[config.mk]
export PLATFORM = sky130hd
export DESIGN_NAME = breakout_link_scheduler
export DESIGN_NICKNAME = d
export VERILOG_FILES = /design/src/rtl/breakout_link_scheduler.sv
export SDC_FILE = /design/constraint.sdc
export NUM_CORES = 1
export LEC_CHECK = 0
export BUFFER_PORTS_ARGS = -buffer_cell sky130_fd_sc_hd__buf_2
export CAP_MARGIN = 20
export CORE_ASPECT_RATIO = 0.75
export CORE_MARGIN = 2
export CORE_UTILIZATION = 54
export CTS_CLUSTER_DIAMETER = 60
export DETAILED_ROUTE_END_ITERATION = 16
export GPL_ROUTABILITY_DRIVEN = 1
export PLACE_DENSITY = 0.88
export SLEW_MARGIN = 20
export SYNTH_ARGS = -nofsm -noshare
export SYNTH_HDL_FRONTEND = slang
export SYNTH_SLANG_ARGS = --single-unit
[constraint.sdc]
create_clock -name i_clk -period 4.03 [get_ports i_clk]
set_input_delay 0.403 -clock i_clk [delete_from_list [all_inputs] [get_ports i_clk]]
set_output_delay 0.403 -clock i_clk [all_outputs]
set_load 0.05 [all_outputs]
[src/rtl/breakout_link_scheduler.sv]
`default_nettype none
// +--------------------------------------------------------------------------+
// | breakout_link_scheduler                                                  |
// | Frame sequencer for the breakout-to-host DDR link, with a round-robin    |
// | side channel carried one bit per frame in o_frame_d0[9:8].               |
// | Revision: 1.0                                                            |
// +--------------------------------------------------------------------------+
module breakout_link_scheduler #(
   parameter int N_REQ        = 4,
   parameter int FRAME_CYCLES = 5
) (
   input  logic                 i_clk,
   input  logic                 i_rst_n,
   input  logic [7:0]           i_port,
   input  logic [5:0]           i_button,
   input  logic [3:0]           i_link_pow,
   input  logic [N_REQ-1:0]     i_req_valid,
   input  logic [8*N_REQ-1:0]   i_req_data,
   output logic [N_REQ-1:0]     o_req_ready,
   output logic                 o_load,
   output logic [9:0]           o_frame_d0,
   output logic [9:0]           o_frame_d1,
   output logic                 o_busy
);

   localparam int              CNT_W      = $clog2(FRAME_CYCLES);
   localparam int              PTR_W      = (N_REQ > 1) ? $clog2(N_REQ) : 1;
   localparam logic [CNT_W-1:0] c_cnt_last = CNT_W'(FRAME_CYCLES - 1);
   localparam logic [CNT_W-1:0] c_cnt_edge = CNT_W'(FRAME_CYCLES - 2);
   localparam logic [3:0]       c_last_req = 4'(N_REQ - 1);

   logic [CNT_W-1:0] r_cnt;
   logic [3:0]       r_bits_left;
   logic [11:0]      r_msg;
   logic [PTR_W-1:0] r_ptr;
   logic             r_load;
   logic [9:0]       r_d0;
   logic [9:0]       r_d1;
   logic             r_busy;

   logic             w_frame_edge;
   logic             w_free;
   logic             w_found;
   logic             w_xfer;
   logic [3:0]       w_grant;
   logic [7:0]       w_gdata;
   logic [N_REQ-1:0] w_onehot;
   int               w_idx;

   assign w_frame_edge = (r_cnt == c_cnt_edge);
   assign w_free       = (r_bits_left == 4'd0);
   assign w_xfer       = w_frame_edge & w_free & w_found;

   // Round-robin search starting at r_ptr; first valid requester wins.
   always_comb begin
      w_found  = 1'b0;
      w_grant  = '0;
      w_gdata  = '0;
      w_onehot = '0;
      w_idx    = 0;
      for (int i = 0; i < N_REQ; i++) begin
         w_idx = int'(r_ptr) + i;
         if (w_idx >= N_REQ) w_idx = w_idx - N_REQ;
         if (!w_found && i_req_valid[w_idx]) begin
            w_found         = 1'b1;
            w_grant         = 4'(w_idx);
            w_gdata         = i_req_data[8*w_idx +: 8];
            w_onehot[w_idx] = 1'b1;
         end
      end
   end

   // Ready is gated by reset so requesters never see an accept during reset.
   assign o_req_ready = (i_rst_n && w_frame_edge && w_free) ? w_onehot : '0;

   always_ff @(posedge i_clk or negedge i_rst_n) begin
      if (!i_rst_n) begin
         r_cnt       <= '0;
         r_bits_left <= '0;
         r_msg       <= '0;
         r_ptr       <= '0;
         r_load      <= 1'b0;
         r_d0        <= '0;
         r_d1        <= '0;
         r_busy      <= 1'b0;
      end else begin
         r_cnt  <= (r_cnt == c_cnt_last) ? '0 : r_cnt + 1'b1;
         r_load <= w_frame_edge;
         if (w_frame_edge) begin
            r_d1      <= {i_port, i_link_pow[3:2]};
            r_d0[7:0] <= {i_button, i_link_pow[1:0]};
            if (w_xfer) begin
               // Bit 11 goes out now; r_msg[10] is the next bit on the wire.
               r_msg       <= {w_grant, w_gdata};
               r_d0[9:8]   <= {1'b1, w_grant[3]};
               r_bits_left <= 4'd11;
               r_ptr       <= (w_grant == c_last_req) ? '0 : PTR_W'(w_grant + 4'd1);
               r_busy      <= 1'b1;
            end else if (!w_free) begin
               r_d0[9:8]   <= {1'b0, r_msg[10]};
               r_msg       <= {r_msg[10:0], 1'b0};
               r_bits_left <= r_bits_left - 4'd1;
               r_busy      <= 1'b1;
            end else begin
               r_d0[9:8]   <= 2'b00;
               r_busy      <= 1'b0;
            end
         end
      end
   end

   assign o_load     = r_load;
   assign o_frame_d0 = r_d0;
   assign o_frame_d1 = r_d1;
   assign o_busy     = r_busy;

endmodule
`default_nettype wire

## Yosys cells after proc, flatten, opt, wreduce, memory -nomap -nowiden

Cells that the tools add are included.

| word-level totals | value |
|---|---|
| bits in registers | 42 |
| bits of input ports | 56 |
| word-level logic and storage cells | 109 |

| cells by class | value |
|---|---|
| add/sub/neg operators | 10 |
| $lt $le $gt $ge | 12 |
| equality and inequality tests | 4 |
| shift operators | 4 |
| mux-type cells | 51 |
| bitwise logic cells | 5 |
| reduce and logical (&&, ||, !) cells | 15 |

Operators with widths:

| kind | number |
|---|---|
| 32-bit by 1-bit >= comparator with 1-bit output (second input constant) | 4 |
| 32-bit by 4-bit < comparator with 1-bit output (second input constant) | 4 |
| 32-bit two-way mux | 4 |
| 32-bit by 32-bit indexed part select with 8-bit output | 4 |
| 4-bit two-way mux | 11 |
| 8-bit two-way mux | 4 |
| 11-bit two-way mux | 2 |
| 1-bit two-way mux | 19 |
| 4-bit bitwise OR | 3 |
| 3-bit by 3-bit subtractor with 4-bit output (second input constant) | 3 |
| 3-bit >= comparator (second input constant) | 3 |
| 1-bit logical AND | 9 |
| 1-bit binary-select mux with 2-bit select | 4 |
| 1-bit demux with 2-bit select | 4 |
| 2-bit by 2-bit adder with 3-bit output (second input constant) | 2 |
| 4-bit by 2-bit == test with 1-bit output (second input constant) | 1 |
| 4-bit zero test | 1 |
| 2-bit two-way mux | 2 |
| 2-bit AND reduction | 2 |
| 2-bit by 3-bit subtractor with 4-bit output (second input constant) | 1 |
| 4-bit by 1-bit subtractor with 4-bit output (second input constant) | 1 |
| 2-bit by 1-bit adder with 3-bit output (second input constant) | 1 |
| 3-bit by 1-bit adder with 3-bit output (second input constant) | 1 |
| 3-bit by 2-bit == test with 1-bit output (second input constant) | 1 |
| other kinds (7) | 10 |

## Logic depth before layout (Yosys ltp)

Gate-level depths: netlist of the first run.

| logic depth | value |
|---|---|
| depth in word-level cells | 18 |
| mapped depth | 13 |

## Worst setup path after synthesis of the first run

Ideal clock, no wire load.

| timing | value |
|---|---|
| path kind | register to output |
| from | reg r_ptr[0] |
| to | out o_req_ready[2] |
| arrival | 3.623 ns |
| slack | 0.004 ns |
| stages on the path, launching flop included | 11 |
| path buffers | 3 |
| cell sequence | dfrtp_1 buf_6 buf_2 clkbuf_1 inv_1 ha_1 mux4_2 and2b_1 a221o_1 o21ai_0 a21oi_1 |

| between the ends | value |
|---|---|
| cells in the longest elaborated chain, start to end | 16 |
| elaborated cells on any way between the ends | 64 |
| those cells by class | add/sub (7); order compare (12); mux (32); bitwise (3); reduce/logical (10) |

Ends and longest elaborated chain:

| element | RTL line | source |
|---|---|---|
| start, declared | 35 | `logic [PTR_W-1:0] r_ptr;` |
| start signal, assigned | 97 | `r_ptr <= (w_grant == c_last_req) ? '0 : PTR_W'(w_grant + 4'd1);` |
| branches (longest 14 deep; another with 32-bit by 1-bit >= comparator with 1-bit output) | n/a |  |
| 4-bit two-way mux * | 64 | `if (!w_found && i_req_valid[w_idx]) begin` |
| 4-bit two-way mux * | 74 | `assign o_req_ready = (i_rst_n && w_frame_edge && w_free) ? w_onehot : '0;` |
| end, declared | 19 | `output logic [N_REQ-1:0] o_req_ready,` |

Mark *: on every way between the ends. The select of a mux whose other input is x is not followed.

## Worst setup path after layout of the first run

| timing | value |
|---|---|
| from | reg r_ptr[1] |
| to | out o_req_ready[3] |

The elaborated chain is that of the path after synthesis.

==> results.sh, run 1 <==
export IMPL_synth_top_area_share_pct=31.2
export IMPL_power_per_cell_area_nw_per_um2=526
export IMPL_start_util_pct=56.9
export IMPL_multiInputGateArea_sq_um=2160
export IMPL_cts_tree="done"
export IMPL_n_antenna_cell=0
export IMPL_crit_type="reg -> out"
export IMPL_cp_required_ps=3630
export IMPL_postCtsHoldBufs=0
export IMPL_outcome="finished clean"
export IMPL_syn_area_sq_um=3360
export IMPL_netlist_top_cells_area="dfrtp_1 31%, mux4_2 12%, mux2_2 10%"
export IMPL_r2r_setup_slack_ps=580
export IMPL_vias=2993
export IMPL_syn_area_per_cell_sq_um=10.6
export IMPL_yosysSeqAreaShare_pct=31.2
export IMPL_antenna_found_initial=0
export IMPL_vdd_ir_drop_max_mv=0.277
export IMPL_wl_met3_um=667
export IMPL_grt_pass1_wl_um=13700
export IMPL_wl_per_cell_um=18.4
export IMPL_numCtsBuffers=5
export IMPL_grt_ovfl_total=0
export IMPL_synth_nets=386
export IMPL_cts_sinks=42
export IMPL_worst_pin_slew_ps=635
export IMPL_start_kind="flip-flop"
export IMPL_slew_headroom_pct=56.4
export IMPL_clock_latency_ps=300
export IMPL_p_int_mw=1.23
export IMPL_path_max_fanout=19
export IMPL_synth_edf_count=0
export IMPL_routedLengthMet1_um=3630
export IMPL_place_detailed_hpwl_um=6320
export IMPL_r2r_end="r_ptr[0]"
export IMPL_fill_cells=436
export IMPL_cts_root_buf="clkbuf_8"
export IMPL_gp_congestion=0.992
export IMPL_post_cts_resized=0
export IMPL_drv_slew=0
export IMPL_power_switching_uw=837
export IMPL_clockBufferDepth=2
export IMPL_clock_skew_ps=6.34
export IMPL_hold_class="in -> async"
export IMPL_post_cts_setup_buffers=0
export IMPL_rsz0062_at_grt="false"
export IMPL_fin_crit_sh_pct=94.5
export IMPL_drt_drc_violations_left=0
export IMPL_reg2reg_depth=10
export IMPL_period_minus_slack_ps=3810
export IMPL_totalWireLength_um=8580
export IMPL_p_seq_share_pct=27.3
export IMPL_endpoint_kind="output pin"
export IMPL_synth_top_area_cell="dfrtp_1"
export IMPL_yosys_warnings=0
export IMPL_maxCapViolations=0
export IMPL_ys_ff_latch=42
export IMPL_postRouteAntennaNets=0
export IMPL_syn_to_final_growth_pct=17.0
export IMPL_switching_share_pct=40.4
export IMPL_nets=455
export IMPL_port_buffers=81
export IMPL_async_reset_ff_share_pct=100
export IMPL_gr_usage_all_layers_pct=25.4
export IMPL_met2WireLength_um=4140
export IMPL_hold_violations=0
export IMPL_grt_max_degree=43
export IMPL_pwr_share_clk_pct=19.4
export IMPL_pwr_share_comb_pct=53.3
export IMPL_rows=24
export IMPL_drt_pre_antenna_iters=4
export IMPL_fmax_mhz=263
export IMPL_die_w_um=95.1
export IMPL_dr_max_layer_used="met4"
export IMPL_via_per_inst=6.44
export IMPL_cts_max_level=2
export IMPL_final_setup_viol_count=0
export IMPL_ff_latch_area_sq_um=1050
export IMPL_tns_ps=0
export IMPL_clk_pin_slew_ps=90
export IMPL_layout_common_cells="81 x buf_2, 41 x dfrtp_1, 31 x mux2_2"
export IMPL_core_area_sq_um=5920
export IMPL_grt_pass1_vias=2836
export IMPL_dieArea_sq_um=6880
export IMPL_synthFlopType="dfrtp_1"
export IMPL_dp_cells=457
export IMPL_arrival_ps=3410
export IMPL_pin_count=82
export IMPL_r2r_start="r_ptr[1]"
export IMPL_synth_distinct_cells=49
export IMPL_fin_cells=465
export IMPL_power_leakage_nw=1.88
export IMPL_drive_gt1_share_pct=43.7
export IMPL_fp_dieH_um=72.4
export IMPL_drt_iter0_markers=260
export IMPL_final_common_cell="buf_2"
export IMPL_syn_inst=317
[cells by family after synthesis]
kind of cell / synth area share [%]
AO/OA/AOI/OAI: 18.2
AND/OR/NAND/NOR: 12.1
multiplexers: 29.0
flip-flops: 31.2
buffers and inverters: 4.65
adder cells (fa/ha/maj): 4.83
[metrics by stage]
step	total power [mW]	utilization, %	area [sq um]	hold slack (ps)	worst slack (ps)
3_5_place_dp	1.65	64.2	3800	453	622
2_1_floorplan	1.43	-	3360	107	4.27
3_3_place_gp	1.60	64.2	3800	444	812
6_report	2.07	66.5	3940	220	222
4_1_cts	2.06	66.5	3940	235	277
5_1_grt	2.19	66.5	3940	263	22.1
[sequential cells by signal, summed over array words and instances, names as in the netlist]
register	cells
o_frame_d0	10
o_frame_d1	10
r_msg	11
o_load	1
r_cnt	3
r_bits_left	4
r_ptr	2
o_busy	1
[worst max-delay path: stages, from the launching register on]
cell and delay (ps):
dfrtp_1 610, inv_2 270, ha_1 400, mux4_2 700
and2b_1 400, a221o_1 180, o21ai_0 80, a21oi_1 170
buf_2 290
[power by group through the flow]
stage | Sequential [mW] | Combinational (mW) | Clock [mW]
6_report | 0.566 | 1.10 | 0.401
5_1_grt | 0.576 | 1.18 | 0.432
4_1_cts | 0.564 | 1.08 | 0.407
3_5_place_dp | 0.572 | 1.08 | 0
3_3_place_gp | 0.564 | 1.04 | 0
2_1_floorplan | 0.597 | 0.832 | 0
[synthesized netlist by cell type (all sizes together), types with 2 or more instances]
library cell / n
a211o: 3
a211oi: 7
a21o: 3
a21oi: 24
a221o: 3
a221oi: 2
a2bb2oi: 2
a311oi: 2
a31oi: 3
and3: 7
and4b: 2
buf: 12
clkbuf: 13
dfrtp: 42
ha: 13
inv: 10
mux2: 31
mux2i: 22
mux4: 18
nand2: 18
nand2b: 2
nand3: 4
nor2: 16
nor2b: 3
nor3: 10
nor3b: 2
nor4b: 2
o21ai: 12
o221a: 7
o221ai: 7
or2: 4
[routing by layer]
layer	vias up	global-route usage, %
met2	151	38.7
met4	0	7.57
met5	-	0
li1	1356	-
met3	14	4.67
met1	1472	37.2
[layout make-up]
cell class | instances | area share, %
clock inverters | 3 | 1.75
well taps | 78 | 2.48
flip-flops and latches | 42 | 26.7
multi-input cells | 239 | 54.8
clock buffers | 5 | 1.75
repair buffers | 87 | 11.4
inverters | 11 | 1.05
[worst max path at each step]
stage,to,slack (ps),from
6_report,o_req_ready[3],220,r_ptr[1]
5_1_grt,o_req_ready[3],20,r_ptr[1]
4_1_cts,o_req_ready[2],280,r_ptr[1]
3_5_place_dp,o_req_ready[2],620,r_ptr[1]
3_3_place_gp,o_req_ready[2],810,r_ptr[1]
2_1_floorplan,o_req_ready[2],4,r_ptr[0]
Power figures use the tool's default switching activity.
==> run 2: changes to the inputs <==
--- a/config.mk
+++ b/config.mk
@@ -5,15 +5,15 @@
 export SDC_FILE = /design/constraint.sdc
 export NUM_CORES = 1
 export LEC_CHECK = 0
-export BUFFER_PORTS_ARGS = -buffer_cell sky130_fd_sc_hd__buf_2
 export CAP_MARGIN = 20
 export CORE_ASPECT_RATIO = 0.75
 export CORE_MARGIN = 2
-export CORE_UTILIZATION = 54
+export CORE_UTILIZATION = 64
 export CTS_CLUSTER_DIAMETER = 60
 export DETAILED_ROUTE_END_ITERATION = 16
+export DONT_BUFFER_PORTS = 1
 export GPL_ROUTABILITY_DRIVEN = 1
-export PLACE_DENSITY = 0.88
+export PLACE_DENSITY = 0.87
 export SLEW_MARGIN = 20
 export SYNTH_ARGS = -nofsm -noshare
 export SYNTH_HDL_FRONTEND = slang
==> run 2 against run 1 <==
Critical path depth did not move. Clock skew rose by 3.5 ps. Cell count fell by 18%. First-iteration DRC count rose by 30%. Largest power group unchanged. Largest cell class unchanged. Count of clock-buffer cells in the layout did not move.
==> results.sh, run 2 (synthesis results as in run 1) <==
export IMPL_outcome="finished clean"
export IMPL_nets=378
export IMPL_hold_depth=1
export IMPL_start_util_pct=67.5
export IMPL_drt_drc_violations_left=0
export IMPL_n_antenna_cell=0
export IMPL_pwr_share_comb_pct=49.4
export IMPL_pwr_share_clk_pct=19.7
export IMPL_final_setup_viol_count=0
export IMPL_grt_ovfl_total=0
export IMPL_via_per_inst=6.95
export IMPL_hold_class="in -> reg"
export IMPL_reg2reg_depth=10
export IMPL_core_area_sq_um=4980
export IMPL_syn_to_final_growth_pct=6.06
export IMPL_crit_type="reg -> out"
export IMPL_vias=2653
export IMPL_postRouteAntennaNets=0
export IMPL_final_util_pct=71.6
export IMPL_fin_crit_sh_pct=91.3
export IMPL_drv_slew=0
export IMPL_clk_pin_slew_ps=80
export IMPL_endpoint_kind="output pin"
export IMPL_switching_share_pct=39.9
export IMPL_numCtsBuffers=5
export IMPL_fmax_mhz=272
export IMPL_period_minus_slack_ps=3680
export IMPL_power_per_cell_area_nw_per_um2=563
export IMPL_gr_usage_all_layers_pct=27.1
export IMPL_cts_root_buf="clkbuf_8"
export IMPL_min_delay_start="i_port[4]"
export IMPL_power_leakage_nw=1.58
export IMPL_slew_headroom_pct=48.5
export IMPL_port_buffers=0
export IMPL_top_register="r_msg"
export IMPL_die_w_um=87.7
export IMPL_post_cts_setup_buffers=0
export IMPL_power_switching_uw=802
export IMPL_totalWireLength_um=7750
export IMPL_max_stage_delay_ps=690
export IMPL_gp_congestion=0.981
export IMPL_hold_end="o_frame_d1[6]"
export IMPL_path_max_fanout=19
export IMPL_p_seq_share_pct=30.9
export IMPL_r2r_setup_slack_ps=620
export IMPL_cts_tree="done"
export IMPL_rows=22
export IMPL_fp_dieH_um=66.8
export IMPL_arrival_ps=3280
export IMPL_p_int_mw=1.21
export IMPL_grt_pass1_vias=2508
export IMPL_cts_max_level=2
export IMPL_cts_sinks=42
export IMPL_clock_skew_ps=9.79
export IMPL_power_mw=2.01
export IMPL_grt_pass1_wl_um=12200
export IMPL_final_common_cell="dfrtp_1"
export IMPL_crit_slowest_cell="mux4_2"
export IMPL_post_cts_resized=0
export IMPL_clockBufferDepth=2
export IMPL_grt_max_degree=43
export IMPL_vdd_ir_drop_max_mv=0.296
export IMPL_layout_common_cells="41 x dfrtp_1, 31 x mux2_2, 24 x a21oi_1"
export IMPL_largest_reg_flops=11
export IMPL_r2r_start="r_ptr[1]"
export IMPL_antenna_found_initial=0
export IMPL_crit_family="multiplexers"
export IMPL_worstPathCellList="inv_2 > ha_1 > mux4_2 > and2b_1 > a221o_1 > o21ai_0 > a21oi_1 > buf_4"
export IMPL_drive_gt1_share_pct=29.4
export IMPL_start_kind="flip-flop"
export IMPL_rsz0062_at_grt="false"
export IMPL_pin_count=82
export IMPL_drt_iter0_markers=337
export IMPL_postCtsHoldBufs=2
export IMPL_cp_required_ps=3630
export IMPL_tns_ps=0
export IMPL_r2r_end="r_ptr[0]"
export IMPL_dieArea_sq_um=5860
export IMPL_drt_pre_antenna_iters=5
export IMPL_clock_latency_ps=290
export IMPL_worst_pin_slew_ps=772
export IMPL_cp_num_buf_inv=2
export IMPL_maxCapViolations=0
export IMPL_place_detailed_hpwl_um=5550
export IMPL_hold_violations=0
export IMPL_wl_per_cell_um=20.3
run 2: changes by cell type in the layout (fill, tap and decap cells not counted):
cell,change
buf_2,-81
buf_4,+2
buf_12,+1
dlygate4sd3_1,+1
run 2: layer usage:
metal / vias to the layer above / routed length, um / global-route usage (%)
li1: 1205 / - / -
met1: 1294 / 3390 / 39.8
met2: 143 / 3580 / 41.3
met3: 11 / 695 / 6.07
met4: 0 / 73 / 5.38
met5: - / 0 / 0
run 2: area by class of cell:
type | count | area (sq um)
Fill cell | 352 | 1410
Tap cell | 72 | 90.1
Timing Repair Buffer | 10 | 90.1
Multi-Input combinational cell | 239 | 2160
Clock buffer | 5 | 68.8
Clock inverter | 3 | 68.8
Inverter | 11 | 41.3
Sequential cell | 42 | 1050
run 2: power by group through the flow:
stage,Clock [mW],Combinational (mW),Sequential (mW)
floorplan,0,0.832,0.597
global placement,0,0.925,0.622
detailed placement,0,0.952,0.629
CTS,0.404,0.973,0.622
global route,0.425,1.07,0.632
finish,0.396,0.992,0.621
run 2: worst max path at each step:
stage / cells after the start / from / end / slack (ps)
2_1_floorplan: 10 / r_ptr[0] / o_req_ready[2] / 4
3_5_place_dp: 8 / r_ptr[1] / o_req_ready[2] / 700
4_1_cts: 8 / r_ptr[1] / o_req_ready[2] / 370
5_1_grt: 8 / r_ptr[1] / o_req_ready[2] / 170
6_report: 8 / r_ptr[1] / o_req_ready[2] / 350
3_3_place_gp: 10 / r_ptr[1] / r_ptr[0] / 820
run 2: worst register-to-register path, delay by kind of cell (launching register included):
family          cells  cell delay [ps]
compound gates      4              720
fa+ha+maj           2              610
buf+inv             2              580
flops               1              580
mux                 1              290
simple gates        1              520
run 2: per-stage QoR:
step                      hold WS [ps]  area, sq um  instances  worst slack [ps]
after floorplan                    107         3360        317              4.27
after global placement             108         3400        372               822
after detailed placement           108         3400        372               698
after CTS                          251         3570        382               368
after global routing               241         3570        382               168
final                              260         3570        382               351
